--- src/rtl/alu_pkg.sv ---
// Shared types and constants for the ALU scheduler and the ALU it drives.
// Flag vectors are ordered {C, V, Z, N}.
package alu_pkg;

    localparam int ALU_W   = 7;
    localparam int ALU_OPW = 3;

    localparam int FLAG_C = 3;
    localparam int FLAG_V = 2;
    localparam int FLAG_Z = 1;
    localparam int FLAG_N = 0;

    typedef enum logic [1:0] {
        IDLE,
        EXEC,
        RESP
    } state_e;

    localparam logic [ALU_OPW-1:0] OP_ADD = 3'd0;
    localparam logic [ALU_OPW-1:0] OP_SUB = 3'd1;
    localparam logic [ALU_OPW-1:0] OP_AND = 3'd2;
    localparam logic [ALU_OPW-1:0] OP_OR  = 3'd3;
    localparam logic [ALU_OPW-1:0] OP_XOR = 3'd4;
    localparam logic [ALU_OPW-1:0] OP_NOT = 3'd5;
    localparam logic [ALU_OPW-1:0] OP_SHL = 3'd6;
    localparam logic [ALU_OPW-1:0] OP_SHR = 3'd7;

endpackage

--- src/rtl/alu_op_scheduler_rr_arb2.sv ---
// Two-way round-robin grant; on a tie the requester not granted last wins.
module rr_arb2 (
    input  logic [1:0] valid_i,
    input  logic       last_i,
    output logic       gnt_vld_o,
    output logic       gnt_id_o
);

    always_comb begin
        gnt_vld_o = |valid_i;
        gnt_id_o  = 1'b0;
        case (valid_i)
            2'b10:   gnt_id_o = 1'b1;
            2'b11:   gnt_id_o = ~last_i;
            default: gnt_id_o = 1'b0;
        endcase
    end

endmodule

--- src/rtl/alu_op_scheduler.sv ---
// Shares one combinational ALU between two requesters: arbitrate, issue,
// capture the result and hand it back over a per-requester handshake.
module alu_op_scheduler
    import alu_pkg::*;
#(
    parameter int W     = ALU_W,
    parameter int OPW   = ALU_OPW,
    parameter int CNT_W = 8
) (
    input  logic             clk,
    input  logic             rst,
    input  logic [1:0]       req_valid,
    output logic [1:0]       req_ready,
    input  logic [2*W-1:0]   req_a,
    input  logic [2*W-1:0]   req_b,
    input  logic [2*OPW-1:0] req_op,
    output logic [1:0]       rsp_valid,
    input  logic [1:0]       rsp_ready,
    output logic [W-1:0]     rsp_result,
    output logic [3:0]       rsp_flags,
    output logic [W-1:0]     alu_a,
    output logic [W-1:0]     alu_b,
    output logic [OPW-1:0]   alu_opsel,
    input  logic [W-1:0]     alu_result,
    input  logic [3:0]       alu_flags,
    output logic             busy,
    output logic [CNT_W-1:0] op_count
);

    state_e           state_q;
    logic             id_q;
    logic             last_q;
    logic [W-1:0]     a_q;
    logic [W-1:0]     b_q;
    logic [OPW-1:0]   op_q;
    logic [W-1:0]     res_q;
    logic [3:0]       flags_q;
    logic [CNT_W-1:0] cnt_q;
    logic [CNT_W-1:0] cnt_d;

    logic             gnt_vld;
    logic             gnt_id;
    logic [W-1:0]     sel_a;
    logic [W-1:0]     sel_b;
    logic [OPW-1:0]   sel_op;

    rr_arb2 u_arb (
        .valid_i   (req_valid),
        .last_i    (last_q),
        .gnt_vld_o (gnt_vld),
        .gnt_id_o  (gnt_id)
    );

    assign sel_a  = gnt_id ? req_a[2*W-1:W]     : req_a[W-1:0];
    assign sel_b  = gnt_id ? req_b[2*W-1:W]     : req_b[W-1:0];
    assign sel_op = gnt_id ? req_op[2*OPW-1:OPW] : req_op[OPW-1:0];
    assign cnt_d  = cnt_q + {{(CNT_W-1){1'b0}}, 1'b1};

    always_ff @(posedge clk or posedge rst) begin
        if (rst) begin
            state_q <= IDLE;
            id_q    <= 1'b0;
            last_q  <= 1'b1;
            a_q     <= '0;
            b_q     <= '0;
            op_q    <= '0;
            res_q   <= '0;
            flags_q <= '0;
            cnt_q   <= '0;
        end else begin
            case (state_q)
                IDLE: begin
                    if (gnt_vld) begin
                        a_q     <= sel_a;
                        b_q     <= sel_b;
                        op_q    <= sel_op;
                        id_q    <= gnt_id;
                        state_q <= EXEC;
                    end
                end
                EXEC: begin
                    res_q   <= alu_result;
                    flags_q <= alu_flags;
                    state_q <= RESP;
                end
                RESP: begin
                    // Only the owner's ready can retire the response.
                    if (rsp_ready[id_q]) begin
                        last_q  <= id_q;
                        cnt_q   <= cnt_d;
                        state_q <= IDLE;
                    end
                end
                default: state_q <= IDLE;
            endcase
        end
    end

    assign req_ready  = (state_q == IDLE && gnt_vld) ?
                        (gnt_id ? 2'b10 : 2'b01) : 2'b00;
    assign rsp_valid  = (state_q == RESP) ?
                        (id_q ? 2'b10 : 2'b01) : 2'b00;
    assign rsp_result = res_q;
    assign rsp_flags  = flags_q;
    assign alu_a      = a_q;
    assign alu_b      = b_q;
    assign alu_opsel  = op_q;
    assign busy       = (state_q != IDLE);
    assign op_count   = cnt_q;

endmodule

--- config.mk ---
export PLATFORM = sky130hd
export DESIGN_NAME = alu_op_scheduler
export DESIGN_NICKNAME = d
export VERILOG_FILES = /design/src/rtl/alu_pkg.sv /design/src/rtl/alu_op_scheduler_rr_arb2.sv /design/src/rtl/alu_op_scheduler.sv
export SDC_FILE = /design/constraint.sdc
export NUM_CORES = 1
export LEC_CHECK = 0
export BUFFER_PORTS_ARGS = -buffer_cell sky130_fd_sc_hd__buf_2
export CAP_MARGIN = 5
export CORE_UTILIZATION = 30
export CTS_BUF_LIST = sky130_fd_sc_hd__clkbuf_4 sky130_fd_sc_hd__clkbuf_8 sky130_fd_sc_hd__clkbuf_16
export DETAILED_ROUTE_END_ITERATION = 7
export PLACE_DENSITY_LB_ADDON = 0.3
export SYNTH_ARGS = -nofsm -noshare
export SYNTH_HDL_FRONTEND = slang
export SYNTH_SLANG_ARGS = --single-unit
export TNS_END_PERCENT = 30
--- constraint.sdc ---
create_clock -name clk -period 2.1 [get_ports clk]
set_clock_uncertainty 0.1 [all_clocks]
set_input_delay 0.105 -clock clk [delete_from_list [all_inputs] [get_ports clk]]
set_output_delay 0.105 -clock clk [all_outputs]
set_load 0.05 [all_outputs]
# [Word-level counts from Yosys, hierarchy flattened]
# Index checks and enable logic that the tools add are counted.
[totals] ram_bits=0 mem_count=0 elab_cells=38 latch_bits=0 mem_bits_ro=0 register_bits=40
[classes] addsub=1 muxes=13 order_cmp=1 n_bitwise=1 mul=0 div=0 reduce_logical=7 shift=0 eq_ne=6
[ops] cell="2-to-1 mux 7 bit" count=2
[ops] cell="2-to-1 mux 2 bit" count=6
[ops] cell="adder 8 x 1 -> 8 bit (second input constant)" count=1
[ops] cell="equality test 2 bit (second input constant)" count=3
[ops] cell="one-hot mux 2 bit (3 select lines)" count=1
[ops] cell="AND reduction 2 bit" count=3
[ops] cell="!= test 2 bit (second input constant)" count=2
[ops] cell="2-to-1 mux 3 bit" count=1
[ops] cell="equality test 2 x 1 -> 1 bit (second input constant)" count=1
[ops] cell="logical NOT 2 bit" count=1
[ops] cell="less-than comparator 1 x 2 -> 1 bit (second input constant)" count=1
[ops] cell="2-to-1 mux 1 bit" count=2
[ops] cell="one-hot mux 1 bit (2 select lines)" count=1
[ops] cell="nonzero test 2 bit" count=1
[ops] cell="OR reduction 2 bit" count=1
[ops] cell="logical AND 1 bit" count=1
[ops] cell="NOT 1 bit" count=1

# [Longest topological paths before layout]
[logic_depth] ltp_word=4 depth_mapped=5

# [Cells and area by module]
# From an unflattened synthesis, not the netlist that was laid out.
[unflattened] cells_unflattened=148 area_unflattened_um2=1759.2
[modules_own_cells] module="alu_op_scheduler" cells_each=146 area_per_inst_um2=1745.4 n_inst=1
[modules_own_cells] module="rr_arb2" cells_each=2 area_per_inst_um2=13.8 n_inst=1

# [Least setup slack after synthesis]
# No wires, ideal clock.
[synth_path] path_type="register to register" startpoint="register cnt_q[0], in the netlist op_count[0]" endpoint="register cnt_q[7], in the netlist op_count[7]" stages_incl_launch_ff=4 setup_time_ns=0.140 period_less_slack_ns=1.763 t_arrival_ns=1.523 path_slack_ns=0.337 cell_sequence="dfrtp_1 > and4b_1 > or4b_1 > xnor2_1"
[synth_between] elab_chain_cells=1
[synth_rtl] element="from (decl)" line_no="alu_op_scheduler.sv:38" text="logic [CNT_W-1:0] cnt_q;"
[synth_rtl] element="from (signal assigned)" line_no="alu_op_scheduler.sv:90" text="cnt_q <= cnt_d;"
[synth_rtl] element="adder 8 x 1 -> 8 bit" line_no="alu_op_scheduler.sv:57" text="assign cnt_d = cnt_q + {{(CNT_W-1){1'b0}}, 1'b1};"
# Every way passes these cells.
# A chain may end at the register's enable or synchronous reset.

# [Worst setup path after layout]
[layout_path] startpoint="register last_q" endpoint="output port req_ready[0]"
[layout_between] elab_chain_cells=4
[layout_rtl] element="from (decl)" line_no="alu_op_scheduler.sv:32" text="logic last_q;"
[layout_rtl] element="from (signal assigned)" line_no="alu_op_scheduler.sv:89" text="last_q <= id_q;"
[layout_rtl] element="NOT 1 bit" line_no="alu_op_scheduler_rr_arb2.sv:14" text="2'b11: gnt_id_o = ~last_i;"
[layout_rtl] element="one-hot mux 1 bit (2 select lines)" line_no="alu_op_scheduler_rr_arb2.sv:12" text="case (valid_i)"
[layout_rtl] element="2-to-1 mux 2 bit" line_no="alu_op_scheduler.sv:100" text="(gnt_id ? 2'b10 : 2'b01) : 2'b00;"
[layout_rtl] element="2-to-1 mux 2 bit" line_no="alu_op_scheduler.sv:99" text="assign req_ready = (state_q == IDLE && gnt_vld) ?"
[layout_rtl] element="to (decl)" line_no="alu_op_scheduler.sv:13" text="output logic [1:0] req_ready,"
# Every way passes these cells.

==> results.json <==
{
  "status": "completed",
  "max_clock_freq_mhz": 512,
  "root_buffer": "clkbuf_8",
  "irDropWorstVdd_v": 0.000838,
  "syn_inst": 135,
  "ys.flop_type": "dfrtp_1",
  "numCtsBuffers": 5,
  "pre_cts_slack_ns": 0.383,
  "antenna_found_initial": 0,
  "drt-initial-drc-count": 35,
  "power.total_w": 0.00459,
  "worst_setup_path_end_kind": "output port",
  "hpwl_um": 3150,
  "grt_pass1_vias": 1682,
  "mostFrequentLayoutCells": "91 x buf_2, 39 x dfrtp_1, 30 x dlygate4sd3_1",
  "cp_slowest_cell": "dfstp_2",
  "synthTopCellsByArea": "dfrtp_1 55%, a221o_1 9.6%, and4_1 8.4%",
  "clk_latency_ns": 0.29,
  "fp.dieH_um": 79.0,
  "syn_to_final_growth_pct": 52.0,
  "fin_crit_ns": 1.95,
  "setup_slack_ns": 0.148,
  "cp.required_ns": 1.89,
  "ios": 92,
  "placed_cell_area_sq_mm": 0.00231,
  "max_stage_delay_ns": 0.56,
  "first_pass_iters": 4,
  "h-tree-depth": 2,
  "path_clk_slew_ns": 0.08,
  "crit_chain": "nand2b_1, and3_1, buf_2",
  "leakagePower_nw": 1.34,
  "layout-drive-gt1-share_pct": 47.3,
  "finish.instance_area_sq_mm": 0.00270,
  "rows": 27,
  "portBuffers": 91,
  "cts_sinks": 40,
  "avgSynthCellArea_sq_um": 13.2,
  "drv_cap": 0,
  "power-per-cell-area_mw_per_mm2": 1700,
  "min_period_over_period_pct": 93.0,
  "final_max_slew_viol_count": 0,
  "critical_path.startpoint_type": "flop",
  "yosys.area.top_type": "dfrtp_1",
  "die_w_um": 79.0,
  "yosysWarnings": 0,
  "start_util_pct": 31.7,
  "finalHoldViolations": 0,
  "slew-limit-headroom_pct": 45.2,
  "grt_start_max_net_pins": 41,
  "final_common_cell": "buf_2",
  "routed_wl_um": 4770,
  "hold_path_class": "primary input to flop",
  "syn-cell-area_sq_mm": 0.00178,
  "synth_cell_types": 32,
  "vias": 1598,
  "grtUsageTotal_pct": 16.1,
  "yosysSeqAreaShare_pct": 56.4,
  "yosys.area.top_type_share_pct": 54.9,
  "wl_per_cell_um": 14.4,
  "n_antenna_cell": 0,
  "ys_async_sr_fraction_pct": 100,
  "overflow": 0,
  "synth_nets": 187,
  "tns_ns": 0,
  "synth_seq_cells": 40,
  "cp_max_fo": 18,
  "dieArea_sq_mm": 0.00624,
  "post_drt_via_cell_ratio": 4.81,
  "core-area_sq_mm": 0.00561,
  "fin_util_pct": 48.2,
  "post_cts_buffers": 0,
  "cts.path.max_buffers": 2,
  "finalSetupViolCount": 0,
  "arrival_ns": 1.75,
  "ant_nets": 0,
  "fill_cells": 552,
  "rsz0062_at_grt": "no",
  "holdPathStages": 3,
  "layout.nets": 311,
  "place_congestion": 0.748,
  "r2r_cells": 3,
  "drc_errors": 0,
  "synth_edf_count": 0,
  "grt_pass1_wl_um": 7670,
  "cts_tree": "done",
  "worstSetupPathType": "flop to output port",
  "tightestPinTransition_ns": 0.823
}
==> Yosys cell counts (all sizes together), types with 2 or more instances <==
master / count
nand3: 2
inv: 4
nor3: 2
dfrtp: 39
mux2: 13
xor2: 2
a221o: 17
nor2: 3
xnor2: 5
clkbuf: 4
o21ai: 2
buf: 5
and4: 17
nand2: 3
nand2b: 2
and3: 3
==> layer usage <==
layer,wire [um],track usage (%)
met1,1970,17.9
met2,2460,29.3
met3,264,2.99
met4,71,7.64
met5,0,0
==> per-stage QoR <==
stage / cells / hold slack [ns]
detailed placement: 294 / 0.144
floorplan: 135 / 0.139
finish: 332 / 0.0735
CTS: 332 / 0.0736
global placement: 294 / 0.150
global route: 332 / 0.0832
==> power breakdown <==
| part | internal (W) | leakage [nW] | total (W) | switching (W) |
|---|---|---|---|---|
| sequential | 0.00114 | 0.484 | 0.00140 | 0.000255 |
| combinational | 0.000809 | 0.809 | 0.00268 | 0.00187 |
| clock | 0.000259 | 0.0491 | 0.000517 | 0.000258 |
==> sequential cells by signal (all words and copies together) (netlist names) <==
register and cells:
state_q 2, last_q 1, id_q 1, rsp_result 7, op_count 8, alu_a 7, rsp_flags 4, alu_b 7
alu_opsel 3
==> cells by family after synthesis <==
group                      share of synthesized area (%)
muxes                                               8.80
DFF                                                 56.4
xor gates and xnor gates                            3.45
and+or+nand+nor                                     15.8
adders and majority gates                          0.704
buffers and inverters                               3.59
AOI/OAI and AO/OA                                   11.3
==> area by class of cell <==
| class | instances | area [sq um] | area share [%] |
|---|---|---|---|
| clock buffer | 7 | 83.8 | 3.10 |
| clock inverter | 1 | 5.00 | 0.185 |
| inverter | 4 | 15.0 | 0.556 |
| multi-input combinational | 82 | 713 | 26.4 |
| sequential | 40 | 1000 | 37.1 |
| tap | 72 | 90.1 | 3.33 |
| timing repair buffer | 126 | 793 | 29.4 |
==> what timing repair did <==
action	in CTS	in global routing
endpoints found under the setup margin	0	1
hold buffers	30	0
gates resized for setup	0	1
endpoints found under the hold margin	68	0
==> worst max-delay path, delay by kind of cell, from the launching register on <==
kind	cells	cell delay, ns
DFF	1	0.56
and+or+nand+nor	2	0.65
buffers and inverters	1	0.26
==> path summary, 6_finish.rpt <==
kind	start	endpoint	slack (ns)
worst max-delay path	last_q	req_ready[0]	0.15
worst min-delay path	req_a[6]	alu_a[6]	0.07
worst max register to register	state_q[1]	alu_b[6]	0.35
worst min register to register	op_count[7]	op_count[7]	0.38
max in group asynchronous	rst	last_q	1.16
min in group asynchronous	rst	rsp_result[4]	0.37
Power figures use the tool's default switching activity.
